==> src/rtl/serial_add_ctrl.sv <==
// serial_add_ctrl: bit-serial adder controller.
//   Loads operands A/B and carry-in on accept, then adds one bit per clock
//   (LSB first) for WIDTH cycles, pulses done for one cycle, and returns to IDLE.
//
// Optional feature macro: SERIAL_ADD_OVF_EN adds the registered signed-overflow
// output ovf.
//
// Ports:
//   clk    in   clock, rising edge
//   rst    in   asynchronous active-low reset
//   start  in   begin an addition (sampled only in IDLE)
//   a, b   in   WIDTH-bit operands, captured at accept
//   cin    in   carry-in, captured at accept
//   sum    out  registered result, held until the next accept
//   cout   out  registered carry out of the MSB
//   busy   out  high while shifting
//   done   out  one-cycle pulse when the result is valid
//   ovf    out  (SERIAL_ADD_OVF_EN only) two's-complement overflow
module serial_add_ctrl #(
  parameter int unsigned WIDTH = 8
) (
  input  logic             clk,
  input  logic             rst,
  input  logic             start,
  input  logic [WIDTH-1:0] a,
  input  logic [WIDTH-1:0] b,
  input  logic             cin,
  output logic [WIDTH-1:0] sum,
  output logic             cout,
  output logic             busy,
  output logic             done
`ifdef SERIAL_ADD_OVF_EN
  ,output logic            ovf
`endif
);

  localparam int unsigned CW = $clog2(WIDTH + 1);

  typedef enum logic [1:0] {
    IDLE  = 2'd0,
    SHIFT = 2'd1,
    DONE  = 2'd2
  } state_t;

  state_t           r_state;
  logic [CW-1:0]    r_cnt;
  logic [WIDTH-1:0] r_a;
  logic [WIDTH-1:0] r_b;
  logic             r_c;
  logic [WIDTH-1:0] r_sum;
  logic             r_cout;
  logic             r_busy;
  logic             r_done;
`ifdef SERIAL_ADD_OVF_EN
  logic             r_ovf;
`endif

  logic w_s;
  logic w_co;
  logic w_last;

  always_comb begin
    w_s    = r_a[0] ^ r_b[0] ^ r_c;
    w_co   = (r_a[0] & r_b[0]) | (r_a[0] & r_c) | (r_b[0] & r_c);
    w_last = (r_cnt == CW'(WIDTH - 1));
  end

  always_ff @(posedge clk or negedge rst) begin
    if (!rst) begin
      r_state <= IDLE;
      r_cnt   <= '0;
      r_a     <= '0;
      r_b     <= '0;
      r_c     <= 1'b0;
      r_sum   <= '0;
      r_cout  <= 1'b0;
      r_busy  <= 1'b0;
      r_done  <= 1'b0;
`ifdef SERIAL_ADD_OVF_EN
      r_ovf   <= 1'b0;
`endif
    end else begin
      case (r_state)
        IDLE: begin
          if (start) begin
            r_a     <= a;
            r_b     <= b;
            r_c     <= cin;
            r_cnt   <= '0;
            r_sum   <= '0;
            r_cout  <= 1'b0;
            r_busy  <= 1'b1;
            r_state <= SHIFT;
`ifdef SERIAL_ADD_OVF_EN
            r_ovf   <= 1'b0;
`endif
          end
        end
        SHIFT: begin
          r_sum  <= {w_s, r_sum[WIDTH-1:1]};
          r_a    <= r_a >> 1;
          r_b    <= r_b >> 1;
          r_c    <= w_co;
          r_cout <= w_co;
          r_cnt  <= r_cnt + 1'b1;
          if (w_last) begin
            r_busy  <= 1'b0;
            r_done  <= 1'b1;
            r_state <= DONE;
`ifdef SERIAL_ADD_OVF_EN
            // On the MSB step the carry flop holds the carry into the MSB.
            r_ovf   <= r_c ^ w_co;
`endif
          end
        end
        DONE: begin
          r_done  <= 1'b0;
          r_state <= IDLE;
        end
        default: begin
          r_busy  <= 1'b0;
          r_done  <= 1'b0;
          r_state <= IDLE;
        end
      endcase
    end
  end

  assign sum  = r_sum;
  assign cout = r_cout;
  assign busy = r_busy;
  assign done = r_done;
`ifdef SERIAL_ADD_OVF_EN
  assign ovf  = r_ovf;
`endif

endmodule

==> config.mk <==
export PLATFORM = sky130hd
export DESIGN_NAME = serial_add_ctrl
export DESIGN_NICKNAME = d
export VERILOG_FILES = /design/src/rtl/serial_add_ctrl.sv
export SDC_FILE = /design/constraint.sdc
export NUM_CORES = 1
export LEC_CHECK = 0
export ABC_AREA = 1
export CAP_MARGIN = 25
export CELL_PAD_IN_SITES_DETAIL_PLACEMENT = 2
export CELL_PAD_IN_SITES_GLOBAL_PLACEMENT = 2
export CORE_MARGIN = 2
export CORE_UTILIZATION = 30
export DETAILED_ROUTE_END_ITERATION = 16
export GPL_ROUTABILITY_DRIVEN = 0
export PLACE_DENSITY = 0.89
export SLEW_MARGIN = 20
export SYNTH_ARGS = -nofsm -noshare
export SYNTH_HDL_FRONTEND = slang
export SYNTH_SLANG_ARGS = --single-unit
==> constraint.sdc <==
create_clock -name clk -period 1.4 [get_ports clk]
set_clock_uncertainty 0.1 [all_clocks]
set_input_delay 0.28 -clock clk [delete_from_list [all_inputs] [get_ports clk]]
set_output_delay 0.28 -clock clk [all_outputs]
set_load 0.02 [all_outputs]
==> reports/metrics.yaml <==
outcome:
  outcome: "complete, no violations"
route:
  route.vias.total: 1304
  drt-wirelength-per-cell_um: 14.2
  drt_iter0_drc: 38
  dr.pass1.iters: 4
  antenna_left: 0
  wl_mm: 4.01
  drc: 0
  via_per_inst: 4.62
floorplan:
  die_x_um: 75.4
  die_y_um: 75.4
  ios: 31
  die_area_mm2: 0.00568
  start_util: 0.317
  core-area_mm2: 0.00482
  rows: 25
grt:
  grt_start_max_net_pins: 35
  overflow: 0
  antenna_found_initial: 0
  grtUsageTotal: 0.173
  grt_pass1_wl_mm: 7.12
  first_global_vias: 1429
synthesis:
  synth_top_area_frac: 0.556
  synth_top_flop_cell: "dfrtp_1"
  netlist_area_mm2: 0.00153
  avgSynthCellArea_um2: 8.69
  synthTopCellsByCount: "54 x nand2_1, 34 x dfrtp_1, 29 x nand3_1, 15 x nor2_1, 12 x o21ai_0"
  synth.area.top_cells: "dfrtp_1 56%, nand2_1 13%, nand3_1 9.5%"
  synth_edf_count: 0
  synth-warning-count: 0
  synthArstFlopShare: 1.00
  synth_seq_cells: 34
  syn_nets: 198
  yosysMostFrequentCell: "nand2_1"
  yosysUniqueCellTypes: 20
  netlist_instances: 176
  synth_seq_area_share: 0.556
  synth_top_area_cell: "dfrtp_1"
critical_path:
  cp_slowest_stage_delay_ns: 0.37
  path_class: "register to primary output"
  path_buf_inv: 1
  worst_ep_required_time_ns: 1.02
  startpoint: "busy"
  cp_slowest_cell: "dfrtp_1"
  crit_chain: "dlygate4sd2_1"
  cp_data_arrival_time_ns: 0.98
  cp_top_family: "flip-flops"
  cp-end-kind: "primary output"
  path_max_fanout: 2
  startpoint_type: "register"
  r2r_start: "r_b[0]"
placed_design:
  io_buffers: 30
  dp_hpwl_mm: 2.78
  place_area_mm2: 0.00197
flow_run:
  drv_cap: 0
clock_tree:
  clock_path_buffers: 2
  cts_max_level: 2
  cts.clk_slew.worst_paths_ns: 0.07
  cts_buffers: 5
  cts_root_buffer: "clkbuf_8"
  ctsHoldBuffers: 0
  cts_setup_buffers: 0
  clkLatencyLatePin_ns: 0.29
  cts.sinks: 34
  cts_tree: "yes"
sta:
  setup_viol: 0
  drv_slew: 0
  fin_hold_ws_ns: 0.251
  maxSlewHeadroom: 0.837
  fin_crit_sh: 0.970
  timing.fmax_mhz: 736
  hold_viol: 0
  tightest_slew_ns: 0.244
  period_minus_slack_ns: 1.36
  fin_tns_setup_ns: 0
  rsz0062_at_grt: "no"
power:
  vdd_drop_max_mv: 0.705
  power_frac_seq: 0.379
  clockPowerShare: 0.190
  power.total_w: 0.00450
  switchingPower_w: 0.00180
  pwr-share-comb: 0.431
  power_density_mw_per_mm2: 2160
  intPower_w: 0.00270
  swShare: 0.400
  leakage_nw: 1.02
final_layout:
  finish.instance_area_mm2: 0.00208
  syn_to_final_growth_pct: 36.3
  insertedDiodeCount: 0
  drive_gt1_frac: 0.144
  layout.nets: 236
min_path:
  min_path_type: "input port to asynchronous set/reset pin"
## layout by cell type (no fill, tap or decap), drive strengths merged
| cell type | count |
|---|---|
| xnor2 | 1 |
| dlygate4sd2 | 1 |
| nand3 | 30 |
| inv | 14 |
| nand2 | 56 |
| clkdlybuf4s50 | 19 |
| clkbuf | 12 |
| o22ai | 1 |
| fa | 1 |
| buf | 9 |
| dfrtp | 34 |
| a21oi | 1 |
| o21ai | 13 |
| nor2 | 16 |
| ha | 1 |
| clkdlybuf4s15 | 6 |
## metal layers
layer  vias to the layer above  GRT usage  share of wire
li1                        631          -              -
met1                       651      0.228           0.46
met2                        18      0.273           0.50
met3                         4     0.0437          0.028
met4                         0     0.0702          0.016
met5                         -          0              0
## stage by stage
stage	std cells	utilization	setup slack, ns
floorplan	176	-	0.194
global placement	274	0.410	-0.112
detailed placement	274	0.410	-0.141
CTS	282	0.432	0.00590
global route	282	0.433	0.000323
finish	282	0.433	0.0418
## power groups by stage
stage | Clock (W) | Sequential (W) | Combinational (W)
floorplan | 0 | 0.00182 | 0.00108
global placement | 0 | 0.00168 | 0.00193
detailed placement | 0 | 0.00172 | 0.00204
CTS | 0.000889 | 0.00171 | 0.00199
global route | 0.000931 | 0.00178 | 0.00223
finish | 0.000855 | 0.00171 | 0.00194
## registers in the layout, indices dropped and copies added (netlist names)
signal   cells
sum          8
r_c          1
busy         1
r_state      2
r_cnt        4
r_a          8
r_b          8
done         1
cout         1
## layout make-up
type,count,area (µm²)
fill,545,2730
clock buffer,8,110
multi-input combinational,120,584
tap,67,83.8
timing repair buffer,39,398
sequential,34,851
inverter,14,57.6
## kinds of logic (layout without fill, tap and decap cells)
logic type,count (synthesis),after routing,share of synthesized area
AOI/OAI and AO/OA,15,15,0.0548
xor gates and xnor gates,1,1,0.00573
adders and majority gates,2,2,0.0213
buffers and inverters,22,61,0.0720
DFF,34,34,0.556
and+or+nand+nor,102,102,0.290
## final timing paths
path | to | slack [ns] | depth (start not counted)
max | busy | 0.04 | 1
min | sum[1] | 0.25 | 2
max reg2reg | r_c | 0.11 | 5
min reg2reg | busy | 0.37 | 2
max in group asynchronous | r_state[0] | 0.76 | 2
min in group clk | busy | 0.37 | 2
## timing repair
item	4_1_cts	5_1_grt
setup endpoints to repair	11	15
gates resized for setup	19	12
cloned	0	0
Power figures use the tool's default switching activity.
